### src/rtl/seg_scan_ctrl.sv
// Four-digit common-anode seven-segment scan controller: tear-free value update,
// shared hex decode, per-digit blank/blink/decimal-point control and dead time.
module seg_scan_ctrl #(
  parameter int unsigned ON_CYC       = 99000,
  parameter int unsigned DEAD_CYC     = 1000,
  parameter int unsigned BLINK_FRAMES = 125
) (
  input  logic        clk,
  input  logic        rst_n,
  input  logic        enable,
  input  logic        upd_valid,
  input  logic [15:0] upd_value,
  output logic        upd_ready,
  output logic        upd_done,
  input  logic [3:0]  blank_mask,
  input  logic [3:0]  blink_mask,
  input  logic [3:0]  dp_mask,
  output logic [3:0]  an,
  output logic [6:0]  seg,
  output logic        dp,
  output logic        frame_start
);

  localparam int unsigned MAX_CYC = (ON_CYC > DEAD_CYC) ? ON_CYC : DEAD_CYC;
  localparam int unsigned CW      = (MAX_CYC > 1) ? $clog2(MAX_CYC) : 1;
  localparam int unsigned BW      = (BLINK_FRAMES > 1) ? $clog2(BLINK_FRAMES) : 1;

  localparam logic [CW-1:0] ON_LAST    = CW'(ON_CYC - 1);
  localparam logic [CW-1:0] DEAD_LAST  = CW'(DEAD_CYC - 1);
  localparam logic [BW-1:0] BLINK_LAST = BW'(BLINK_FRAMES - 1);

  typedef enum logic [1:0] {
    ST_OFF,
    ST_DEAD,
    ST_ON
  } state_t;

  function automatic logic [6:0] hex2seg(input logic [3:0] h);
    case (h)
      4'h0:    hex2seg = 7'h40;
      4'h1:    hex2seg = 7'h79;
      4'h2:    hex2seg = 7'h24;
      4'h3:    hex2seg = 7'h30;
      4'h4:    hex2seg = 7'h19;
      4'h5:    hex2seg = 7'h12;
      4'h6:    hex2seg = 7'h02;
      4'h7:    hex2seg = 7'h78;
      4'h8:    hex2seg = 7'h00;
      4'h9:    hex2seg = 7'h10;
      4'hA:    hex2seg = 7'h08;
      4'hB:    hex2seg = 7'h03;
      4'hC:    hex2seg = 7'h46;
      4'hD:    hex2seg = 7'h21;
      4'hE:    hex2seg = 7'h06;
      default: hex2seg = 7'h0E;
    endcase
  endfunction

  state_t        state, state_n;
  logic [1:0]    dig_idx, idx_n;
  logic [CW-1:0] cnt, cnt_n;
  logic [BW-1:0] blink_cnt, blink_cnt_n;
  logic          blink_off, blink_off_n;
  logic [15:0]   disp_val, val_n;
  logic [15:0]   shadow;
  logic          pending;
  logic          frame_n, commit, xfer, dark_n;
  logic [3:0]    nib_n;
  logic [3:0]    an_n;
  logic [6:0]    seg_n;
  logic          dp_n;

  assign upd_ready = ~pending;

  always_comb begin
    // NOTE: every variable driven here gets a default first, so no path can infer a latch.
    state_n = state;
    idx_n   = dig_idx;
    cnt_n   = cnt;
    frame_n = 1'b0;
    if (!enable) begin
      state_n = ST_OFF;
      idx_n   = '0;
      cnt_n   = '0;
    end else begin
      case (state)
        ST_OFF: begin
          state_n = ST_DEAD;
          idx_n   = '0;
          cnt_n   = '0;
          frame_n = 1'b1;
        end
        ST_DEAD: begin
          if (cnt == DEAD_LAST) begin
            state_n = ST_ON;
            cnt_n   = '0;
          end else begin
            cnt_n = cnt + 1'b1;
          end
        end
        ST_ON: begin
          if (cnt == ON_LAST) begin
            state_n = ST_DEAD;
            idx_n   = dig_idx + 2'd1;
            cnt_n   = '0;
            frame_n = (dig_idx == 2'd3);
          end else begin
            cnt_n = cnt + 1'b1;
          end
        end
        default: state_n = ST_OFF;
      endcase
    end

    // A held value becomes visible at a frame boundary, or right away while dark.
    commit = pending & (frame_n | (state == ST_OFF));
    xfer   = upd_valid & ~pending;
    val_n  = commit ? shadow : disp_val;

    // Blink counts completed frames only; a restart from OFF is not a completed frame.
    blink_cnt_n = blink_cnt;
    blink_off_n = blink_off;
    if (frame_n && (state == ST_ON)) begin
      if (blink_cnt == BLINK_LAST) begin
        blink_cnt_n = '0;
        blink_off_n = ~blink_off;
      end else begin
        blink_cnt_n = blink_cnt + 1'b1;
      end
    end

    nib_n  = val_n[{idx_n, 2'b00} +: 4];
    dark_n = blank_mask[idx_n] | (blink_mask[idx_n] & blink_off_n);
    an_n   = 4'hF;
    seg_n  = 7'h7F;
    dp_n   = 1'b1;
    if ((state_n != ST_OFF) && !dark_n) begin
      seg_n = hex2seg(nib_n);
      dp_n  = ~dp_mask[idx_n];
    end
    if (state_n == ST_ON) an_n[idx_n] = 1'b0;
  end

  // NOTE: sequential state uses non-blocking assignments so every register samples pre-edge values.
  always_ff @(posedge clk or negedge rst_n) begin
    if (!rst_n) begin
      state       <= ST_OFF;
      dig_idx     <= '0;
      cnt         <= '0;
      blink_cnt   <= '0;
      blink_off   <= 1'b0;
      disp_val    <= '0;
      pending     <= 1'b0;
      an          <= 4'hF;
      seg         <= 7'h7F;
      dp          <= 1'b1;
      frame_start <= 1'b0;
      upd_done    <= 1'b0;
    end else begin
      state       <= state_n;
      dig_idx     <= idx_n;
      cnt         <= cnt_n;
      blink_cnt   <= blink_cnt_n;
      blink_off   <= blink_off_n;
      disp_val    <= val_n;
      if (commit)    pending <= 1'b0;
      else if (xfer) pending <= 1'b1;
      an          <= an_n;
      seg         <= seg_n;
      dp          <= dp_n;
      frame_start <= frame_n;
      upd_done    <= commit;
    end
  end

  // NOTE: shadow is a pure data holding register, only read when pending is set, so it needs no reset.
  always_ff @(posedge clk) begin
    if (xfer) shadow <= upd_value;
  end

endmodule

### config.mk
export PLATFORM = sky130hd
export DESIGN_NAME = seg_scan_ctrl
export DESIGN_NICKNAME = d
export VERILOG_FILES = /design/src/rtl/seg_scan_ctrl.sv
export SDC_FILE = /design/constraint.sdc
export NUM_CORES = 1
export LEC_CHECK = 0
export ABC_AREA = 1
export CAP_MARGIN = 0
export CORE_MARGIN = 1.5
export CORE_UTILIZATION = 56
export DETAILED_ROUTE_END_ITERATION = 16
export HOLD_SLACK_MARGIN = 0.08
export PLACE_DENSITY = 0.8
export SLEW_MARGIN = 40
export SYNTH_ARGS = -nofsm -noshare
export SYNTH_HDL_FRONTEND = slang
export SYNTH_SLANG_ARGS = --single-unit
### constraint.sdc
create_clock -name clk -period 3.1 [get_ports clk]
set_clock_uncertainty 0.2 [all_clocks]
set_input_delay 0.31 -clock clk [delete_from_list [all_inputs] [get_ports clk]]
set_output_delay 0.31 -clock clk [all_outputs]
set_load 0.02 [all_outputs]
== Word-level counts from Yosys, hierarchy flattened ==
Memory sizes are Yosys's and may differ from the RTL's.
Cells that the tools add are included.

* Input bits: 32
* Bits in registers: 76
* Memories: 1
* ROM bits: 112
* Word-level logic and storage cells: 75
* Output and inout bits: 15

* Mux-type cells: 31
* Shift operators: 1
* Reduce and logical (&&, ||, !) cells: 7
* Order comparisons: 2
* Add/sub/neg operators: 3
* Bitwise logic cells: 9
* Eq/ne operators: 8

{| class="wikitable"
|+ Memories
! name !! words !! bits a word !! rd ports !! clocked after memory_dff !! wr ports !! line !! text
|-
| (no name shown) || 16 || 7 || 1 || 0 || 0 || 39 || <nowiki>case (h)</nowiki>
|}

{| class="wikitable"
|+ Operators with widths
! cell !! count
|-
| 17-bit two-way mux || 3
|-
| 17-bit case mux with 3 select lines || 1
|-
| 17-bit by 1-bit adder with 17-bit output, second input constant || 1
|-
| 17-bit by 10-bit equality test with 1-bit output, second input constant || 1
|-
| 17-bit equality test, second input constant || 1
|-
| 16-bit two-way mux || 1
|-
| 16-bit by 5-bit indexed part select with 4-bit output || 1
|-
| 7-bit two-way mux || 2
|-
| 1-bit two-way mux || 11
|-
| 2-bit two-way mux || 5
|-
| 7-bit by 1-bit adder with 7-bit output, second input constant || 1
|-
| 7-bit equality test, second input constant || 1
|-
| 1-bit binary-select mux with 2-bit select || 3
|-
| 2-bit equality test, second input constant || 3
|-
| 2-bit case mux with 3 select lines || 1
|-
| 4-bit two-way mux || 1
|-
| 4-bit by 1-bit inequality test with 1-bit output, second input constant || 1
|-
| 4-bit inverter || 1
|-
| 2-bit case mux with 2 select lines || 1
|-
| 2-bit nonzero test || 2
|-
| 1-bit AND || 3
|-
| 1-bit logical AND || 3
|-
| 2-bit by 3-bit < comparator with 1-bit output, second input constant || 1
|-
| 1-bit inverter || 3
|-
| other kinds (8) || 9
|}

== Logic depth before layout (Yosys ltp) ==
Gate-level depths: netlist of run 1.

* Depth after elaboration: 11
* Mapped depth: 20
* Gate-level depth less buffers: 19

== Least setup slack after synthesis of run 1 ==
OpenSTA, ideal clock, no wires.

* Path type: register -> register
* Start point: reg state[0]
* End point: reg seg[3]
* Setup time: 86 ps
* Required time: 2,814 ps
* Cell stages (with the launch flop): 21
* Clock period less this slack: 2,728 ps
* Buffers on the path: 2
* Data arrival time: 2,442 ps
* Slack: 372 ps
* Cells stage by stage: dfrtp_1 -> inv_1 -> ha_1 -> buf_2 -> nand2_1 -> inv_1 -> nand4_2 -> o21bai_4 -> nand2_4 -> buf_6 -> nand2_2 -> nand2_2 -> nand2_1 -> nand2_2 -> nor2_4 -> inv_1 -> ha_1 -> o21ai_1 -> nand2_1 -> nand2_1 -> nand3_1

* Elaborated cells between the ends (all ways): 28
* Classes of those cells: 2 x eq/ne; 1 x shift; 15 x mux; 4 x bitwise; 5 x reduce/logical; 1 x memory

{| class="wikitable"
|+ RTL lines
! element !! line !! text
|-
| start, declared || 59 || <nowiki>state_t state, state_n;</nowiki>
|-
| start signal, assigned || 160 || <nowiki>state <= state_n;</nowiki>
|-
| 2-bit equality test / 2-bit logical NOT (equally long branches) || 86, 116 ||
|-
| 1-bit case mux with 2 select lines || 86 || <nowiki>case (state)</nowiki>
|-
| 1-bit two-way mux || 81 || <nowiki>if (!enable) begin</nowiki>
|-
| 1-bit OR * || 116 || <nowiki>commit = pending & (frame_n | (state == ST_OFF));</nowiki>
|-
| 1-bit AND * || 116 ||
|-
| 16-bit two-way mux * || 118 || <nowiki>val_n = commit ? shadow : disp_val;</nowiki>
|-
| named net val_n[5] || 64 || <nowiki>logic [15:0] disp_val, val_n;</nowiki>
|-
| 16-bit by 5-bit indexed part select with 4-bit output * || 132 || <nowiki>nib_n = val_n[{idx_n, 2'b00} +: 4];</nowiki>
|-
| memory read 16 x 7 bit * || n/a ||
|-
| 7-bit two-way mux * || 137 || <nowiki>if ((state_n != ST_OFF) && !dark_n) begin</nowiki>
|-
| named net seg_n[3] || 70 || <nowiki>logic [6:0] seg_n;</nowiki>
|-
| end signal, assigned || 169 || <nowiki>seg <= seg_n;</nowiki>
|-
| end, declared || 19 || <nowiki>output logic [6:0] seg,</nowiki>
|}

The timed path passes the listed nets; every way through them passes the cells marked *. The select of a mux whose other input is x is not followed.
A chain may end at the register's enable or synchronous reset.

== Worst setup path in the final report of run 1 ==
* Start point: reg cnt[1]
* End point: reg seg[3]

* Elaborated cells between the ends (all ways): 29
* Classes of those cells: 2 x eq/ne; 1 x shift; 17 x mux; 4 x bitwise; 4 x reduce/logical; 1 x memory

{| class="wikitable"
|+ RTL lines
! element !! line !! text
|-
| start, declared || 61 || <nowiki>logic [CW-1:0] cnt, cnt_n;</nowiki>
|-
| start signal, assigned || 162 || <nowiki>cnt <= cnt_n;</nowiki>
|-
| 17-bit equality test || 102 || <nowiki>if (cnt == ON_LAST) begin</nowiki>
|-
| 1-bit two-way mux || 102 ||
|-
| 1-bit case mux with 2 select lines || 86 ||
|-
| 1-bit two-way mux || 81 ||
|-
| 1-bit OR || 116 ||
|-
| 1-bit AND || 116 ||
|-
| named net commit || 67 || <nowiki>logic frame_n, commit, xfer, dark_n;</nowiki>
|-
| 16-bit two-way mux || 118 ||
|-
| named net val_n[8] || 64 ||
|-
| 16-bit by 5-bit indexed part select with 4-bit output || 132 ||
|-
| memory read 16 x 7 bit || n/a ||
|-
| 7-bit two-way mux || 137 ||
|-
| named net seg_n[3] || 70 ||
|}

The timed path passes the listed nets, and every way through them passes these cells. The select of a mux whose other input is x is not followed.

==> run metrics, run 1 <==
power share of the sequential group 45.0%; clock buffer count from CTS 9; Finished Cell Area 5000 µm²; status finished, final reports clean; DRT Pass-1 Iters 4; Yosys reg bits 76; gpl congestion 0.887; Synth area leader dfrtp_1; M1 WL 3970 µm; Worst R2R Path Depth 18; chip width 87.9 µm; Max H-tree Level 3; leakage power 0.00232 µW; clk_lat worst skew 0.35 ns; drt total wl 8970 µm; Mapped Nets 532; placed inst area 4690 µm²; post-synth cell types 39; Vias 3,423; Detailed Route Iter0 Violations 198; Post-Synthesis Cell Area 4040 µm²; Post-synth top cells nand2_1, inv_1, dfrtp_1; vias per std cell 5.20; Multi-input gate area 1790 µm²; Net Sw Frac 30.7%; Nets 603; fin crit period 2.88 ns; Die H 87.9 µm; highest metal used met4; Layout fillers 528; CTS Sinks 76; met3 routed WL 426 µm; vias in the first global route 3,277; reg2reg end seg[3]$_DFF_PN1_; FFs w/ async S/R, synth 78.9%; DR DRC count 0; sequential area share after synthesis 49.5%; antenna fix cells 0; Slew Viols, Final 0; most common flop cell mapped by yosys dfrtp_1; crit end category register; CTS tree done; critical path startpoint cnt[1]$_DFFE_PN0P_; Starting Density 58.8%; largest net degree at the start of global routing 43; Tightest Hold Check Type in -> async; CTS clk-pin slew, worst paths 0.08 ns; Hold Violations, Final 0; Crit Path Class reg -> reg; warnings from Yosys 0; Synth Instances 486; setup violators final 0; first-pass GRT wire length 14,900 µm; worst-margin pin slew 0.540 ns; Comb power frac 24.2%; Tcrit/Tclk final 92.9%; Avg Cell Area, Syn 8.31 µm²; HPWL Detailed 6870 µm; crit path max fanout 18; Post-synth EDFFs 16; Final Util 72.9%; top-area cell type share of the netlist area 29.7%; flop-to-flop setup slack 0.22 ns; clock power share 30.8%; Routed Antenna Nets 0; Max-slew headroom 64.0%; layout cells sized above 1 16.0%; initial antenna violation count 0; total gr overflow 0; Longest Clk Path Bufs 2; port bufs 46; Area growth, synth to finish 24.0%; PD cells 538 nW/µm²; WP data required 3.19 ns; CORE AREA 6870 µm²; Storage cell area 2000 µm²; met2 wire length 4410 µm; Clock Root Buffer clkbuf_8; Max VDD drop 371 µV; Psw 827 µW; wire per inst 13.6 µm; Max-cap violations 0; row count 30; top-count cell post-synth nand2_1; crit path DAT 2.97 ns; Pint 1870 µW; achievable frequency 347 MHz; CP Launch Type register; GR Util All Layers 25.5%; Tot Pwr 2690 µW; R2R Path Start cnt[1]$_DFFE_PN0P_; total die area 7730 µm²; I/O pins 47; Area contributors post-synth dfrtp_1, nand2_1, edfxtp_1, dfstp_2, inv_1
-- metrics by stage --
step,TNS [ns],worst slack (ns),hold slack [ns],std cells
4_1_cts,0,0.0751,0.273,654
6_report,0,0.219,0.271,658
5_1_grt,-0.0148,-0.00543,0.305,658
3_3_place_gp,0,0.193,0.253,637
2_1_floorplan,0,0.372,-0.186,486
3_5_place_dp,0,0.101,0.129,637
-- critical path, stage by stage (launching register included) --
cell,delay [ns]
dfrtp_1,0.37
ha_1,0.19
nand2_2,0.10
nor2_4,0.19
nand4_2,0.18
o21bai_4,0.25
nand2_8,0.14
inv_4,0.14
nand2_1,0.06
nand2_1,0.08
nand2_1,0.07
nand2_2,0.10
inv_1,0.05
nand2_1,0.13
ha_2,0.22
inv_1,0.06
nand2_1,0.09
nand3_1,0.09
nand3_1,0.10
-- worst max-delay path by stage --
stage,end,slack (ns),depth (start not counted)
final,seg[3]$_DFF_PN1_,0.22,18
after global routing,seg[5]$_DFF_PN1_,-0.005,19
after CTS,seg[3]$_DFF_PN1_,0.08,18
after detailed placement,seg[3]$_DFF_PN1_,0.10,18
after global placement,seg[3]$_DFF_PN1_,0.19,17
after floorplan,seg[3]$_DFF_PN1_,0.37,20
-- cell families after synthesis --
| logic type | synth area share [%] |
|---|---|
| compound gates | 5.64 |
| xor+xnor | 1.30 |
| fa+ha+maj | 4.34 |
| buf+inv | 7.59 |
| flops | 49.5 |
| simple gates | 31.7 |
-- repair_timing --
item                       CTS  global route
hold endpoints to repair    36             0
setup buffers                0             4
resized for setup            0            17
setup endpoints to repair    0             7
hold buffers                 1             0
-- final cells by class --
type | count | area share, %
Clock buffer | 9 | 2.48
Sequential cell | 76 | 39.9
Inverter | 75 | 5.67
Multi-Input combinational cell | 331 | 35.8
Clock inverter | 7 | 1.83
Tap cell | 96 | 2.40
Timing Repair Buffer | 64 | 11.9
-- state kept, by name (all words and copies together), names as in the netlist --
name         cells
an               4
blink_cnt        7
blink_off        1
cnt             17
dig_idx          2
disp_val        16
dp               1
frame_start      1
pending          1
seg              7
shadow          16
state            2
upd_done         1
-- power by group through the flow --
| stage | logic [µW] | clock network, µW | registers [µW] |
|---|---|---|---|
| floorplan | 409 | 0 | 1240 |
| global placement | 607 | 0 | 1230 |
| detailed placement | 624 | 0 | 1230 |
| CTS | 630 | 836 | 1210 |
| global route | 727 | 879 | 1220 |
| finish | 652 | 830 | 1210 |
-- placed cells by master, fill, tap and decap left out, types with 9 or more instances in the layout --
master / instances
a21oi_1: 14
buf_4: 18
clkbuf_8: 9
clkdlybuf4s50_1: 45
dfrtp_1: 47
dfstp_2: 12
edfxtp_1: 16
ha_1: 12
inv_1: 65
nand2_1: 126
nand2_2: 12
nand3_1: 41
nand4_1: 9
nor2_1: 35
nor3_1: 11
o21ai_0: 12
-- layer usage --
layer | up-vias | global-route usage [%]
li1 | 1695 | -
met5 | - | 0
met3 | 17 | 5.00
met4 | 0 | 10.2
met1 | 1607 | 32.8
met2 | 104 | 42.2
Note: power is estimated with default switching activity, not from simulation.
==> run 2, diff against run 1 <==
Settings changed: REMOVE_ABC_BUFFERS set to 1.
==> run metrics, run 2 (synthesized netlist as in run 1, its figures left out) <==
Die H 87.9 µm (unchanged); vias in the first global route 3,365 (+2.7%); CP Launch Type register; drt total wl 8800 µm (-1.9%); initial antenna violation count 0 (unchanged); Worst path most repeated cell nand2_1; worst-margin pin slew 0.566 ns (+0.0263 ns); gpl congestion 0.872 (-1.7%); placed inst area 4670 µm² (-0.48%); wire per inst 13.4 µm (-1.6%); Tcrit/Tclk final 92.9% (about the same); Worst R2R Path Depth 19 (+1); crit path max fanout 8 (-10); DRT Pass-1 Iters 5 (+1); crit path DAT 2.94 ns (-0.03 ns); CTS clk-pin slew, worst paths 0.08 ns (about the same); GR Util All Layers 24.7% (-0.80 points); DR DRC count 0 (unchanged); Area growth, synth to finish 22.2%; CP peak stage delay 0.36 ns (about the same); Finished Cell Area 4930 µm² (-1.4%); Cells after DPL 634 (-0.47%); Cells on Worst Hold Path 2; total die area 7730 µm² (unchanged); Longest Clk Path Bufs 2 (unchanged); PD cells 528 nW/µm² (-1.8%); RSZ-0062 raised after global routing false; Hold Violations, Final 0 (unchanged); Non-Filler Instances 656 (-0.30%); crit end category register; Crit Path Class reg -> reg; Clock Root Buffer clkbuf_8; Max-cap violations 0 (unchanged); Vias 3,385 (-1.1%); antenna fix cells 0 (unchanged); largest net degree at the start of global routing 46 (+7.0%); HPWL Detailed 6670 µm (-3.0%); I/O pins 47 (unchanged); Starting Density 58.8% (unchanged); WP data required 3.16 ns (-0.03 ns); Largest delay share family, worst path simple AND/OR/NAND/NOR gates; port bufs 46 (unchanged); max FFs per register 17 (unchanged); Final Util 71.8% (-1.0 points); Nets 601 (-0.33%); leakage power 0.00231 µW (-0.64%); most frequent cells in the layout nand2_1, inv_1, dfrtp_1; clk_lat worst skew 0.35 ns (about the same); Final Hold Slack 0.281 ns (+0.00975 ns); Routed Antenna Nets 0 (unchanged); status finished, final reports clean; Detailed Route Iter0 Violations 176 (-11%); worst path buffer plus inverter count 4 (+1); most common cell after layout, fill and taps aside nand2_1; first-pass GRT wire length 14,500 µm (-2.6%); Tightest Hold Check Type reg -> reg; CTS tree done; CORE AREA 6870 µm² (unchanged); Max H-tree Level 3 (unchanged); Top reg by flops cnt; achievable frequency 347 MHz (about the same); critical path, cell by cell ha_1 > nand2_1 > nor2_4 > buf_4 > buf_4 > nand3_1 > nand2_1 > nand3_2 > nand2_1 > inv_2 > nand2_1 > nand2_2 > nor2_4 > inv_1 > ha_1 > o21ai_2 > nand2_1 > nand2_1 > nand3_1; Setup TNS Final 0 ns (unchanged); Max VDD drop 310 µV (-16%); layout cells sized above 1 14.8% (-1.2 points); Max-slew headroom 62.2% (-1.8 points); row count 30 (unchanged); CP max-delay cell dfrtp_1; vias per std cell 5.16 (-0.81%); flop-to-flop setup slack 0.22 ns (about the same); Slew Viols, Final 0 (unchanged); chip width 87.9 µm (unchanged); fin crit period 2.88 ns (-0.00252 ns); clock buffer count from CTS 9 (unchanged); total gr overflow 0 (unchanged); CTS Sinks 76 (unchanged); setup violators final 0 (unchanged); CP Depth 19 (+1); largest registers cnt (17), disp_val (16), shadow (16)
==> run 2: changes by cell type in the layout (fill, tap and decap cells not counted), moves of 2 or more <==
| cell | change |
|---|---|
| buf_4 | -3 |
| nor2_4 | -3 |
| clkbuf_1 | +2 |
| clkinv_1 | -2 |
| nand2_1 | +2 |
| nand2_2 | -2 |
| nor2_2 | +2 |
==> run 2: routing by layer <==
layer	part of all wire (%)	global-route usage, %	wire (µm)
met1	43	28.7	3800
met2	50	43.4	4440
met3	3.1	3.58	269
met4	3.3	14.0	291
met5	0	0	0
==> run 2: timing repair <==
action                                  4_1_cts  5_1_grt
endpoints found under the hold margin        32        0
buffers inserted                              0        5
endpoints found under the setup margin        0        7
hold buffers                                  1        0
resized for setup                             0       10
==> run 2: through the flow <==
step,setup slack [ns],total power (µW)
after floorplan,0.332,1640
after CTS,0.134,2600
after global routing,0.00283,2750
after detailed placement,0.158,1850
final,0.221,2610
after global placement,0.228,1830
==> run 2: worst min-delay path, delay by kind of cell (launching register included) <==
kind	cells	cell delay, ns
flops	1	0.33
simple gates	2	0.12
==> run 2: final timing paths <==
path,from,endpoint
max,cnt[1]$_DFFE_PN0P_,seg[3]$_DFF_PN1_
min,shadow[0]$_DFFE_PP_,disp_val[0]$_DFF_PN0_
max reg2reg,cnt[1]$_DFFE_PN0P_,seg[3]$_DFF_PN1_
min reg2reg,shadow[0]$_DFFE_PP_,disp_val[0]$_DFF_PN0_
max in group asynchronous,rst_n,disp_val[10]$_DFF_PN0_
min in group asynchronous,rst_n,cnt[7]$_DFFE_PN0P_
==> run 2: power by group <==
part / internal, µW / switching, µW
registers: 1160 / 51.7
clock network: 395 / 358
logic: 259 / 384
==> run 2: layout make-up <==
cell class	count	area (µm²)
Clock buffer	12	145
Clock inverter	4	51.3
Tap cell	96	120
Sequential cell	76	2000
Timing Repair Buffer	62	584
Inverter	75	287
Fill cell	538	1930
Multi-Input combinational cell	331	1750
==> run 3, diff against run 2 <==
Settings changed: CORE_ASPECT_RATIO set to 1.25, CORE_UTILIZATION 56 to 52, PLACE_DENSITY 0.8 to 0.75.
Clock period 3.1 ns to 3 ns, I/O delays scaled along.
==> run metrics, run 3 (synthesized netlist as in run 1, its figures left out) <==
total die area 8310 µm² (+7.5%); Max VDD drop 417 µV (+34%); Hold Violations, Final 0 (unchanged); crit end category register; Storage cell area 2000 µm² (about the same); vias in the first global route 3,353 (-0.36%); Max-slew headroom 52.5% (-9.7 points); first-pass GRT wire length 14,800 µm (+1.7%); HPWL Detailed 6800 µm (+2.0%); CORE AREA 7440 µm² (+8.4%); worst path buffer plus inverter count 4 (unchanged); Tcrit/Tclk final 92.6% (-0.25 points); Tightest Hold Check Type reg -> reg; Routed Antenna Nets 0 (unchanged); GR Util All Layers 23.7% (-0.98 points); fin crit period 2.78 ns (-0.100 ns); wire per inst 13.8 µm (+2.7%); leakage power 0.00230 µW (-0.47%); Finished Cell Area 4950 µm² (+0.33%); port bufs 46 (unchanged); CP Launch Type register; status finished, final reports clean; Max H-tree Level 3 (unchanged); clock buffer count from CTS 9 (unchanged); drt total wl 8940 µm (+1.6%); Cells after DPL 631 (-0.47%); Non-Filler Instances 649 (-1.1%); RSZ-0062 raised after global routing false; largest registers cnt (17), disp_val (16), shadow (16); largest net degree at the start of global routing 32 (-30%); DR DRC count 0 (unchanged); Top reg by flops cnt; I/O pins 47 (unchanged); CTS clk-pin slew, worst paths 0.09 ns (about the same); chip width 81.8 µm (-6.9%); total gr overflow 0 (unchanged); Layout fillers 622 (+16%); Placement Setup Slack 0.0601 ns (-0.0977 ns); CP peak stage delay 0.42 ns (+0.06 ns); crit path max fanout 8 (unchanged); Setup WS post-layout 0.222 ns (+0.000329 ns); setup violators final 0 (unchanged); WP data required 3.08 ns (-0.08 ns); DRT Pass-1 Iters 4 (-1); Worst path most repeated cell nand2_1; Die H 102 µm (+15%); CTS Sinks 76 (unchanged); worst-margin pin slew 0.712 ns (+0.146 ns); critical path, cell by cell inv_1 > ha_2 > inv_1 > a21oi_1 > nand3_4 > nand2_1 > inv_2 > nand2_1 > nand2_2 > nor2_4 > inv_1 > ha_1 > o21ai_2 > nand2_1 > nand2_1 > nand3_1; antenna fix cells 0 (unchanged); most common cell after layout, fill and taps aside nand2_1; Vias 3,350 (-1.0%); vias per std cell 5.16 (about the same); achievable frequency 360 MHz (+3.6%); Final Hold Slack 0.280 ns (-0.000700 ns); Starting Density 54.2% (-4.5 points); Area growth, synth to finish 22.6%; layout cells sized above 1 15.6% (+0.80 points); row count 35 (+17%); initial antenna violation count 0 (unchanged); Crit Path Class reg -> reg; Clock Root Buffer clkbuf_8; CP max-delay cell dfrtp_1; Slew Viols, Final 0 (unchanged); Largest delay share family, worst path simple AND/OR/NAND/NOR gates; Longest Clk Path Bufs 2 (unchanged); gpl congestion 0.929 (+6.5%); most frequent cells in the layout nand2_1, inv_1, dfrtp_1; clk_lat worst skew 0.36 ns (about the same); Multi-input gate area 1790 µm² (+2.4%); PD cells 536 nW/µm² (+1.4%); crit path DAT 2.86 ns (-0.08 ns); Max-cap violations 0 (unchanged); max FFs per register 17 (unchanged); Setup TNS Final 0 ns (unchanged); Detailed Route Iter0 Violations 157 (-11%); Nets 598 (-0.50%); CTS tree done; placed inst area 4680 µm² (+0.27%)
run 3: cell types whose count changed in the layout (fill, tap and decap cells not counted), sizes merged:
| cell | previous run | this run |
|---|---|---|
| buf | 16 | 13 |
| bufinv | 1 | 0 |
| clkbuf | 12 | 9 |
| clkinv | 4 | 5 |
| inv | 73 | 76 |
run 3: final cells by class:
type / instances / area share, %
repair buffers: 59 / 11.6
clock inverters: 7 / 1.19
well taps: 92 / 2.32
clock buffers: 9 / 2.50
flip-flops and latches: 76 / 40.4
inverters: 75 / 5.79
multi-input cells: 331 / 36.2
run 3: layer usage:
layer	wire length (µm)	share of wire, %	global-route usage [%]	up-vias
met2	4680	52	41.9	87
met3	351	3.9	4.14	21
li1	-	-	-	1683
met1	3680	41	27.2	1559
met4	234	2.6	11.5	0
met5	0	0	0	-
run 3: power by group:
group / internal [µW] / switching, µW / total (µW)
clock network: 313 / 424 / 738
logic: 265 / 399 / 664
registers: 1200 / 52.9 / 1250
total: 1780 / 876 / 2650
run 3: per-stage QoR:
step,total power [µW],utilization (%)
floorplan,1690,-
global placement,1910,62.9
detailed placement,1910,62.9
CTS,2650,65.4
global route,2810,66.5
finish,2650,66.5
run 3: worst paths after layout:
check / startpoint / end / slack (ns) / cells past startpoint
max: state[0]$_DFF_PN0_ / seg[3]$_DFF_PN1_ / 0.22 / 16
min: shadow[5]$_DFFE_PP_ / disp_val[5]$_DFF_PN0_ / 0.28 / 2
max reg2reg: state[0]$_DFF_PN0_ / seg[3]$_DFF_PN1_ / 0.22 / 16
min reg2reg: shadow[5]$_DFFE_PP_ / disp_val[5]$_DFF_PN0_ / 0.28 / 2
max in group asynchronous: rst_n / an[2]$_DFF_PN1_ / 1.60 / 3
min in group asynchronous: rst_n / cnt[11]$_DFFE_PN0P_ / 0.32 / 2
run 3: timing repair:
action | 4_1_cts | 5_1_grt
hold buffers | 1 | 0
endpoints found under the hold margin | 21 | 0
setup buffers | 0 | 1
resized for setup | 0 | 21
setup endpoints to repair | 0 | 7
run 3: tightest hold or removal path: stages, from the launching register on:
cell,delay (ns)
edfxtp_1,0.33
nand2_1,0.06
nand2_2,0.06
